<file path="src/rtl/timestamp_pkg.sv">
// Shared definitions for the multi-channel timestamp capture unit:
// edge-mode encodings and the channel-index width helper.
package timestamp_pkg;

  typedef enum logic [1:0] {
    EDGE_OFF  = 2'b00,
    EDGE_RISE = 2'b01,
    EDGE_FALL = 2'b10,
    EDGE_BOTH = 2'b11
  } edgeMode_e;

  // A single channel still needs one index bit on the output port.
  function automatic int chanWidth(input int n);
    return (n > 1) ? $clog2(n) : 1;
  endfunction

endpackage

</file>
<file path="src/rtl/ts_edge_sync.sv">
// Per-channel latch input conditioning: multi-flop synchroniser, edge detect
// against the previous synchronised value, and edge-mode qualification.
module ts_edge_sync
  import timestamp_pkg::*;
#(
  parameter int pSYNC = 2
) (
  input  logic       iCLK,
  input  logic       iRST,
  input  logic       iLatch,
  input  logic [1:0] iMode,
  output logic       oRise,
  output logic       oFall
);

  logic [pSYNC-1:0] syncQ;
  logic             prevQ;
  logic             riseDet;
  logic             fallDet;

  // NOTE: combinational blocks assign every output a default first so no
  // path through the block can leave a value held, which would infer a latch.
  always_comb begin
    riseDet = 1'b0;
    fallDet = 1'b0;
    if (syncQ[pSYNC-1] && !prevQ)
      riseDet = (iMode == EDGE_RISE) || (iMode == EDGE_BOTH);
    if (!syncQ[pSYNC-1] && prevQ)
      fallDet = (iMode == EDGE_FALL) || (iMode == EDGE_BOTH);
  end

  // NOTE: clocked state uses non-blocking assignments so every flop samples
  // pre-edge values, independent of statement order.
  always_ff @(posedge iCLK) begin
    if (iRST) begin
      syncQ <= '0;
      prevQ <= 1'b0;
      oRise <= 1'b0;
      oFall <= 1'b0;
    end else begin
      syncQ <= {syncQ[pSYNC-2:0], iLatch};
      prevQ <= syncQ[pSYNC-1];
      oRise <= riseDet;
      oFall <= fallDet;
    end
  end

endmodule

</file>
<file path="src/rtl/timestamp_capture.sv">
// Multi-channel timestamp capture: free-running counter sampled on latch
// edges, per-channel pending captures drained round-robin over valid/ready.
module timestamp_capture
  import timestamp_pkg::*;
#(
  parameter int pWIDTH    = 40,
  parameter int pCHANNELS = 4,
  parameter int pSYNC     = 2
) (
  input  logic                                iCLK,
  input  logic                                iRST,
  input  logic                                iEnable,
  input  logic                                iClear,
  input  logic [pCHANNELS-1:0]                iLatch,
  input  logic [2*pCHANNELS-1:0]              iEdgeMode,
  output logic [pWIDTH-1:0]                   oCount,
  output logic                                oValid,
  input  logic                                iReady,
  output logic [chanWidth(pCHANNELS)-1:0]     oChannel,
  output logic [pWIDTH-1:0]                   oStamp,
  output logic                                oEdge,
  output logic [pCHANNELS-1:0]                oOverrun,
  input  logic [pCHANNELS-1:0]                iOverrunClr
);

  localparam int cChW = chanWidth(pCHANNELS);

  logic [pWIDTH-1:0]    count;
  logic [pCHANNELS-1:0] riseHit;
  logic [pCHANNELS-1:0] fallHit;
  logic [pCHANNELS-1:0] hit;
  logic [pCHANNELS-1:0] pending;
  logic [pCHANNELS-1:0] drain;
  logic [pCHANNELS-1:0] ovSet;
  logic [pWIDTH-1:0]    capStamp [pCHANNELS];
  logic [pCHANNELS-1:0] capEdge;
  logic [cChW-1:0]      lastGrant;
  logic [cChW-1:0]      grant;
  logic [cChW-1:0]      cand;
  logic                 anyPending;
  logic                 loadOut;

  always_ff @(posedge iCLK) begin
    if (iRST)         count <= '0;
    else if (iClear)  count <= '0;
    else if (iEnable) count <= count + pWIDTH'(1);
  end

  assign oCount = count;

  for (genvar gCh = 0; gCh < pCHANNELS; gCh++) begin : gEdge
    ts_edge_sync #(.pSYNC(pSYNC)) uEdgeSync (
      .iCLK   (iCLK),
      .iRST   (iRST),
      .iLatch (iLatch[gCh]),
      .iMode  (iEdgeMode[2*gCh +: 2]),
      .oRise  (riseHit[gCh]),
      .oFall  (fallHit[gCh])
    );
  end

  assign hit     = riseHit | fallHit;
  assign loadOut = !oValid || iReady;

  // Round-robin: first pending channel after the last one granted, wrapping.
  always_comb begin
    grant      = lastGrant;
    cand       = '0;
    anyPending = 1'b0;
    for (int i = 1; i <= pCHANNELS; i++) begin
      cand = cChW'((int'(lastGrant) + i) % pCHANNELS);
      if (!anyPending && pending[cand]) begin
        anyPending = 1'b1;
        grant      = cand;
      end
    end
  end

  always_comb begin
    drain = '0;
    for (int n = 0; n < pCHANNELS; n++)
      drain[n] = loadOut && anyPending && (grant == cChW'(n));
  end

  // A channel draining this cycle frees its slot for a same-cycle capture.
  assign ovSet = hit & pending & ~drain;

  // NOTE: the capture array is cleared on reset so a stale stamp can never
  // reach the output port after a reset.
  always_ff @(posedge iCLK) begin
    for (int n = 0; n < pCHANNELS; n++) begin
      if (iRST) begin
        pending[n]  <= 1'b0;
        capStamp[n] <= '0;
        capEdge[n]  <= 1'b0;
      end else if (hit[n] && (!pending[n] || drain[n])) begin
        pending[n]  <= 1'b1;
        capStamp[n] <= count;
        capEdge[n]  <= riseHit[n];
      end else if (drain[n]) begin
        pending[n]  <= 1'b0;
      end
    end
  end

  always_ff @(posedge iCLK) begin
    if (iRST) oOverrun <= '0;
    else      oOverrun <= (oOverrun & ~iOverrunClr) | ovSet;
  end

  always_ff @(posedge iCLK) begin
    if (iRST) begin
      oValid    <= 1'b0;
      oChannel  <= '0;
      oStamp    <= '0;
      oEdge     <= 1'b0;
      lastGrant <= cChW'(pCHANNELS - 1);
    end else if (loadOut) begin
      oValid <= anyPending;
      if (anyPending) begin
        oChannel  <= grant;
        oStamp    <= capStamp[grant];
        oEdge     <= capEdge[grant];
        lastGrant <= grant;
      end
    end
  end

endmodule

</file>
<file path="config.mk">
export PLATFORM = sky130hd
export DESIGN_NAME = timestamp_capture
export DESIGN_NICKNAME = d
export VERILOG_FILES = /design/src/rtl/timestamp_pkg.sv /design/src/rtl/ts_edge_sync.sv /design/src/rtl/timestamp_capture.sv
export SDC_FILE = /design/constraint.sdc
export NUM_CORES = 1
export LEC_CHECK = 0
export ABC_CLOCK_PERIOD_IN_PS = 6490
export CORE_ASPECT_RATIO = 1.75
export CORE_MARGIN = 2
export CORE_UTILIZATION = 30
export DETAILED_ROUTE_END_ITERATION = 7
export MAX_ROUTING_LAYER = met4
export PLACE_DENSITY_LB_ADDON = 0.2
export SYNTH_ARGS = -nofsm -noshare
export SYNTH_HDL_FRONTEND = slang
export SYNTH_HIERARCHICAL = 1
export SYNTH_SLANG_ARGS = --single-unit
</file>
<file path="constraint.sdc">
create_clock -name iCLK -period 6.49 [get_ports iCLK]
set_clock_uncertainty 0.2 [all_clocks]
set_input_delay 1.298 -clock iCLK [delete_from_list [all_inputs] [get_ports iCLK]]
set_output_delay 1.298 -clock iCLK [all_outputs]
set_load 0.01 [all_outputs]
</file>
## Yosys cells after proc, flatten, opt, wreduce, memory -nomap -nowiden

Memory sizes are Yosys's and may differ from the RTL's. A register that Yosys moved wholly into a read port is not among the register bits.
Index checks and enable logic that the tools add are counted.

| storage, ports and cells | value |
|---|---|
| memory bits (writable) | 160 |
| input bits | 21 |
| memories kept | 1 |
| register bits after elaboration | 78 |
| logic and storage cells | 183 |

| cells by class | value |
|---|---|
| reduce and logical (&&, ||, !) cells | 64 |
| add/sub/neg operators | 5 |
| bitwise logic cells | 19 |
| equality and inequality tests | 15 |
| muxes and demuxes | 44 |
| order comparisons | 5 |

Memories:

| name | depth | width | rd ports | clocked after Yosys merged registers in | wr ports | RTL line | text |
|---|---|---|---|---|---|---|---|
| capStamp | 4 | 40 | 1 | 1 | 4 | timestamp_capture.sv:35 | `logic [pWIDTH-1:0] capStamp [pCHANNELS];` |

Operators with widths:

| operator | count |
|---|---|
| 40-bit 2-to-1 mux | 4 |
| 40-bit by 1-bit adder with 40-bit output (second input constant) | 1 |
| 1-bit 2-to-1 mux | 31 |
| 2-bit == test (second input constant) | 10 |
| 1-bit logical AND | 20 |
| 2-bit OR reduction | 9 |
| 1-bit logical NOT | 16 |
| 2-bit by 3-bit < comparator with 1-bit output (second input constant) | 5 |
| 1-bit logical OR | 13 |
| 4-bit AND | 3 |
| 1-bit binary-select mux with 2-bit select | 5 |
| 2-bit by 1-bit == test with 1-bit output (second input constant) | 5 |
| 2-bit 2-to-1 mux | 4 |
| 1-bit NOT | 8 |
| 4-bit NOT | 2 |
| 4-bit bitwise OR | 2 |
| 2-bit nonzero test | 4 |
| 2-bit by 1-bit adder with 2-bit output (second input constant) | 2 |
| 2-bit adder (second input constant) | 2 |
| 1-bit bitwise OR | 4 |
| 2-bit logical NOT | 1 |
| 2-bit AND reduction | 1 |

## Logic depth before layout (Yosys ltp)

Gate-level depths: netlist of the first run.

| logic depth | value |
|---|---|
| word-level depth | 21 |
| mapped depth | 9 |
| mapped depth without buffers | 6 |

## Modules after synthesis

Netlist of the first run, hierarchy kept.

By module, submodules not included:

| module | times used | sequential area each (um2) | cells each | area an instance (um2) |
|---|---|---|---|---|
| timestamp_capture | 1 | 6766.5 | 969 | 11493.5 |
| ts_edge_sync | 4 | 100.1 | 10 | 151.4 |

## Least setup slack after synthesis of the first run

OpenSTA, ideal clock, no wires.

| timing path | value |
|---|---|
| kind | input to register |
| from | input iReady |
| to | memory capStamp[2][0] (enable) |
| path slack | 1.984 ns |
| setup time | 0.446 ns |
| path buffers | 0 |
| data arrival time | 3.861 ns |
| required time | 5.844 ns |
| stages | 5 |
| path through | nor2b_1 -> nor2_2 -> nand2_1 -> o21a_1 -> o21bai_1 |

RTL lines:

| element | RTL line | text |
|---|---|---|
| start, declared | timestamp_capture.sv:18 | `input logic iReady,` |
| end, declared | timestamp_capture.sv:35 |  |

==> results of run 1 <==
==> routing by layer <==
layer / GRT usage (%) / routed length (µm) / up-vias
met5: - / 0 / -
met1: 17.81 / 12800 / 4151
met3: 2.170 / 1307 / 58
met2: 31.96 / 19260 / 187
li1: - / - / 3922
met4: 5.939 / 995 / 0
==> how the worst max path moves through the flow <==
stage	startpoint	end	depth (start not counted)
floorplan	iReady	capStamp[2][0]	5
global placement	iReady	capStamp[2][0]	7
detailed placement	iReady	capStamp[2][1]	7
CTS	pending[0]	capStamp[2][33]	5
global route	pending[0]	capStamp[2][1]	5
finish	pending[0]	capStamp[2][1]	5
==> flip-flops by register name, indices dropped and copies added, names as in the netlist <==
signal / count
oOverrun: 4
oValid: 1
oCount: 40
oEdge: 1
oStamp: 40
capEdge: 4
gEdge.uEdgeSync/syncQ: 8
capStamp: 160
lastGrant: 2
gEdge.uEdgeSync/oFall: 4
pending: 4
oChannel: 2
gEdge.uEdgeSync/prevQ: 4
gEdge.uEdgeSync/oRise: 4
==> kinds of logic (layout without fill, tap and decap cells) <==
logic type	count (synthesis)	count (layout)	synth area share, %
AOI/OAI and AO/OA	171	171	11.55
adders and majority gates	1	1	0.1034
buffers and inverters	97	187	3.392
DFF	278	278	59.23
and+or+nand+nor	386	386	19.36
other	0	1	0
muxes	42	42	3.899
xor gates and xnor gates	34	34	2.461
==> cell type report <==
class | count | area, µm²
fill | 3824 | 25360
sequential | 278 | 7167
multi-input combinational | 634 | 4617
timing repair buffer | 127 | 1219
clock buffer | 34 | 733.2
tap | 495 | 619.3
clock inverter | 18 | 185.2
inverter | 8 | 30.03
antenna | 1 | 2.502
==> where the power goes <==
part	switching [µW]	internal, µW
clock	709	930
combinational	167	108
sequential	33.0	1930
total	909	2970
==> worst max-delay path: cells and delay by family, from the launching register on <==
kind / cells / cell delay (ns)
AO/OA/AOI/OAI: 2 / 1.21
buffers and inverters: 1 / 0.40
flip-flops: 1 / 0.58
AND/OR/NAND/NOR: 2 / 1.30
==> through the flow <==
| stage | worst slack [ns] | hold WS, ns | std cells | utilization, % |
|---|---|---|---|---|
| final | 2.459 | 0.2500 | 1595 | 36.50 |
| after floorplan | 1.984 | 0.2281 | 1009 | - |
| after CTS | 2.445 | 0.2517 | 1594 | 36.49 |
| after global placement | 1.943 | 0.2312 | 1542 | 34.19 |
| after global routing | 2.319 | 0.2673 | 1595 | 36.50 |
| after detailed placement | 1.901 | 0.2366 | 1542 | 34.19 |
==> cells in the final DEF, fill, tap and decap left out, drive strengths merged, types with 18 or more instances in the layout <==
cell type      instances
dfxtp                118
xnor2                 18
mux2                  41
nor2                  54
nand4                 54
and2                  87
and3                  85
o31ai                 43
clkdlybuf4s50        107
buf                   20
a221o                 41
clkbuf                34
nand2                 19
edfxtp               160
a21oi                 59
==> results.ini, run 1 <==
[route]
drt_pre_antenna_iters=4
drc=0
via_count=8318
drt_iter0_markers=492
wire_per_inst_um=21.54
viasPerCell=5.215
postRouteAntennaNets=0
drt_wl_total_mm=34.36

[cts]
insertion_delay_ns=0.56
cts_tree=done
cts_inserted_buffers=28
cts_hold_buf=0
root_buffer=clkbuf_16
ctsResizeCount=0
postCtsSetupBuffers=0
clk_pin_slew_ns=0.07
cts_htree_levels=1
clk_path_buf_depth=3
cts.sinks=278

[power_and_ir_drop]
power.leakage_uw=0.005162
power.total_uw=3880
vdd_drop_max_v=0.0001888
power_density_nw_per_um2=266.2

[synthesis]
yosysMostFrequentCell=edfxtp_1
synth-seq-cells=278
yosys_warnings=6
synth_cell_types=54
yosysTopAreaCell=edfxtp_1
yosysSeqAreaShare_pct=59.23
avgSynthCellArea_um2=11.99
yosys_most_used_dff=edfxtp_1
yosys-top-cells-area=edfxtp_1 (40%), dfxtp_1 (20%), and2_1 (4.5%)
synthTopCellsByCount=edfxtp_1 (160), dfxtp_1 (118), and2_1 (87), and3_1 (85), clkbuf_1 (72)
synth_top_area_share_pct=39.71
async_flop_share_pct=0
syn_nets=1031
syn_inst=1009
synth-edff-count=160
synth_area_um2=12100

[critical_path]
rr_endpoint=capStamp[2][1]
critPathLaunchType=flop
critPathKind=flop to flop
reg2reg_slack_ns=2.46
slowest_delay_ns=0.91
crit_chain=or2_2, nand3_2, o21a_1, o21bai_4, buf_4
reg2reg_depth=5
crit_fanout=42
crit_required_ns=6.53
worstSetupEndpointType=flop
r2r_start=pending[0]
crit_path_top_delay_cell=or2_2
worstPathArrival_ns=4.07

[sta]
hold_viol=0
period_share_pct=62.11
rsz0062_at_grt=no
layout_min_cycle_time_ns=4.031
fmax_mhz=248.1
worst_slew_pin_slew_ns=1.224
final_max_slew_viol_count=0
setup_violations=0
relSlewSlack_pct=18.43
setup_tns_ns=0

[place]
place_area_um2=13650
dp_hpwl_mm=20.84
io_buffers=108
gp_congestion=0.7994

[worst_hold_path]
hp-start=gEdge[0].uEdgeSync/syncQ[0]
whs_path_depth=1
min_to=gEdge[0].uEdgeSync/syncQ[1]
hp-class=flop to flop

[floorplanning]
core_area_um2=39930
die-width_um=155.8
rows=97
die_area_um2=42020
die_y_um=269.7
num_io_pins=109
initial_core_util_pct=30.30

[global_route]
grt_max_degree=53
grt_pass1_vias=8885
overflow=0
grt_antenna_before_repair=1
grt_pass1_wl_mm=53.25
track_usage_pct=16.94

[layout]
drive_above_1_share_pct=14.65
fin_nets=1099
final_area_um2=14570
synthToLayoutAreaGrowth_pct=20.44

[outcome]
status=completed

[flow_run]
maxCapViolations=0

Power figures use the tool's default switching activity.
==> run 2, diff against run 1 <==
--- a/config.mk
+++ b/config.mk
@@ -5,7 +5,7 @@
 export SDC_FILE = /design/constraint.sdc
 export NUM_CORES = 1
 export LEC_CHECK = 0
-export ABC_CLOCK_PERIOD_IN_PS = 6490
+export ABC_CLOCK_PERIOD_IN_PS = 4100
 export CORE_ASPECT_RATIO = 1.75
 export CORE_MARGIN = 2
 export CORE_UTILIZATION = 30
==> constraint.sdc (replaced) <==
create_clock -name iCLK -period 4.1 [get_ports iCLK]
set_clock_uncertainty 0.2 [all_clocks]
set_input_delay 0.82 -clock iCLK [delete_from_list [all_inputs] [get_ports iCLK]]
set_output_delay 0.82 -clock iCLK [all_outputs]
set_load 0.01 [all_outputs]
==> results.ini, run 2 (same netlist as run 1, synthesis figures left out) <==
[outcome]
status=completed

[critical_path]
crit_path_top_delay_cell=a21oi_4
worstPathArrival_ns=2.99
startpoint=pending[3]
critPathKind=flop to flop
worstSetupEndpointType=flop
critPathLaunchType=flop
r2r_start=pending[3]
crit_fanout=28
reg2reg_slack_ns=1.14
crit_end=capStamp[3][37]
crit_required_ns=4.13
crit_chain=nand2b_1, a21oi_4, o311ai_1, a21oi_1, or2_2, buf_12
rr_endpoint=capStamp[3][37]
slowest_delay_ns=0.64
reg2reg_depth=6

[layout]
final_common_cell=edfxtp_1
fin_nets=1105
top_register=capStamp
synthToLayoutAreaGrowth_pct=20.50
largest_reg_flops=160
seqCellArea_um2=7167
drive_above_1_share_pct=14.51
most-common-layout-cells=edfxtp_1 (160), dfxtp_1 (118), clkdlybuf4s50_1 (107)
fill_cells=3851
n_antenna_cell=0
multi_input_area_um2=4609

[power_and_ir_drop]
vdd_drop_max_v=0.0002482
sw_frac_of_total_pct=23.41
power.leakage_uw=0.005171
p_switching_uw=1370
internal_power_uw=4481
p_clk_share_pct=39.1
power_density_nw_per_um2=401.3
combPwrFrac_pct=7.7
seqPwrFrac_pct=53.2

[global_route]
track_usage_pct=16.55
grt_pass1_vias=8580
use_met2_pct=30.94
grt_max_degree=44
grt_pass1_wl_mm=51.83
grt_antenna_before_repair=0
busiest_layer=met2
overflow=0
grt_use_met1_pct=17.33
gr-usage-met3_pct=1.993

[place]
gp_congestion=0.8102
io_buffers=108
dp_hpwl_mm=21.36

[floorplanning]
die_y_um=269.7
die_area_um2=42020
die-width_um=155.8
core_area_um2=39930
initial_core_util_pct=30.30
rows=97
num_io_pins=109

[cts]
clk_path_buf_depth=3
cts_htree_levels=1
cts_hold_buf=0
cts_tree=done
cts_inserted_buffers=26
postCtsSetupBuffers=0
cts.sinks=278
root_buffer=clkbuf_16
insertion_delay_ns=0.54
clk_pin_slew_ns=0.06
ctsResizeCount=0

[sta]
setup_tns_ns=0
final_max_slew_viol_count=0
relSlewSlack_pct=46.38
fmax_mhz=338.2
layout_min_cycle_time_ns=2.957
hold_viol=0
worst_slew_pin_slew_ns=0.8043
rsz0062_at_grt=no
period_share_pct=72.11
setup_violations=0
hold_slack_ns=0.2444

[route]
drt_iter0_markers=433
drt_pre_antenna_iters=5
drt_wl_total_mm=34.23
postRouteAntennaNets=0
via_count=8366
wire_per_inst_um=21.42
viasPerCell=5.235
drc=0

[flow_run]
maxCapViolations=0

[worst_hold_path]
hp-class=flop to flop

[run 2: cell count changes in the layout (fill, tap and decap cells not counted), sizes merged]
| cell | before | now |
|---|---|---|
| buf | 20 | 28 |
| clkinv | 12 | 13 |
| clkinvlp | 2 | 0 |
| diode | 1 | 0 |
| clkbuf | 34 | 35 |
| inv | 9 | 8 |
| bufinv | 3 | 0 |
[run 2: how the worst min path moves through the flow]
stage,cells after the start,end,startpoint
2_1_floorplan,1,gEdge[0].uEdgeSync/syncQ[1],gEdge[0].uEdgeSync/syncQ[0]
3_3_place_gp,1,gEdge[0].uEdgeSync/syncQ[1],gEdge[0].uEdgeSync/syncQ[0]
3_5_place_dp,1,gEdge[0].uEdgeSync/syncQ[1],gEdge[0].uEdgeSync/syncQ[0]
4_1_cts,1,gEdge[0].uEdgeSync/syncQ[1],gEdge[0].uEdgeSync/syncQ[0]
5_1_grt,1,gEdge[0].uEdgeSync/syncQ[1],gEdge[0].uEdgeSync/syncQ[0]
6_report,1,gEdge[0].uEdgeSync/syncQ[1],gEdge[0].uEdgeSync/syncQ[0]
[run 2: metrics by stage]
stage | power, µW | instances | setup slack, ns | cell area [µm²] | util [%]
after global routing | 6062 | 1598 | 0.9632 | 14580 | 36.51
after detailed placement | 3633 | 1550 | 0.8002 | 13790 | 34.54
final | 5851 | 1598 | 1.143 | 14580 | 36.51
after floorplan | 3408 | 1009 | 0.07174 | 12100 | -
after global placement | 3626 | 1550 | 0.8046 | 13790 | 34.54
after CTS | 5926 | 1598 | 1.126 | 14580 | 36.51
[run 2: power groups by stage]
stage	Clock [µW]	Sequential, µW	Combinational (µW)
6_report	2290	3110	452
4_1_cts	2350	3120	458
5_1_grt	2450	3120	486
3_3_place_gp	0	3170	453
2_1_floorplan	0	3170	238
3_5_place_dp	0	3180	457
[run 2: per-layer routing]
metal | up-vias | part of all wire [%]
met3 | 82 | 3.2
met1 | 4169 | 38
met5 | - | 0
met4 | 0 | 3.7
li1 | 3932 | -
met2 | 183 | 55
[run 2: critical path, delay by kind of cell (launching register included)]
kind / cells / cell delay (ns)
AOI/OAI and AO/OA: 3 / 1.07
buffers and inverters: 1 / 0.29
DFF: 1 / 0.50
and+or+nand+nor: 2 / 0.55
[run 2: area by class of cell]
| type | instances | share of cell area [%] |
|---|---|---|
| clock buffers | 35 | 4.978 |
| clock inverters | 13 | 0.4205 |
| inverters | 8 | 0.2060 |
| multi-input cells | 634 | 31.62 |
| flip-flops and latches | 278 | 49.16 |
| well taps | 495 | 4.248 |
| repair buffers | 135 | 9.372 |
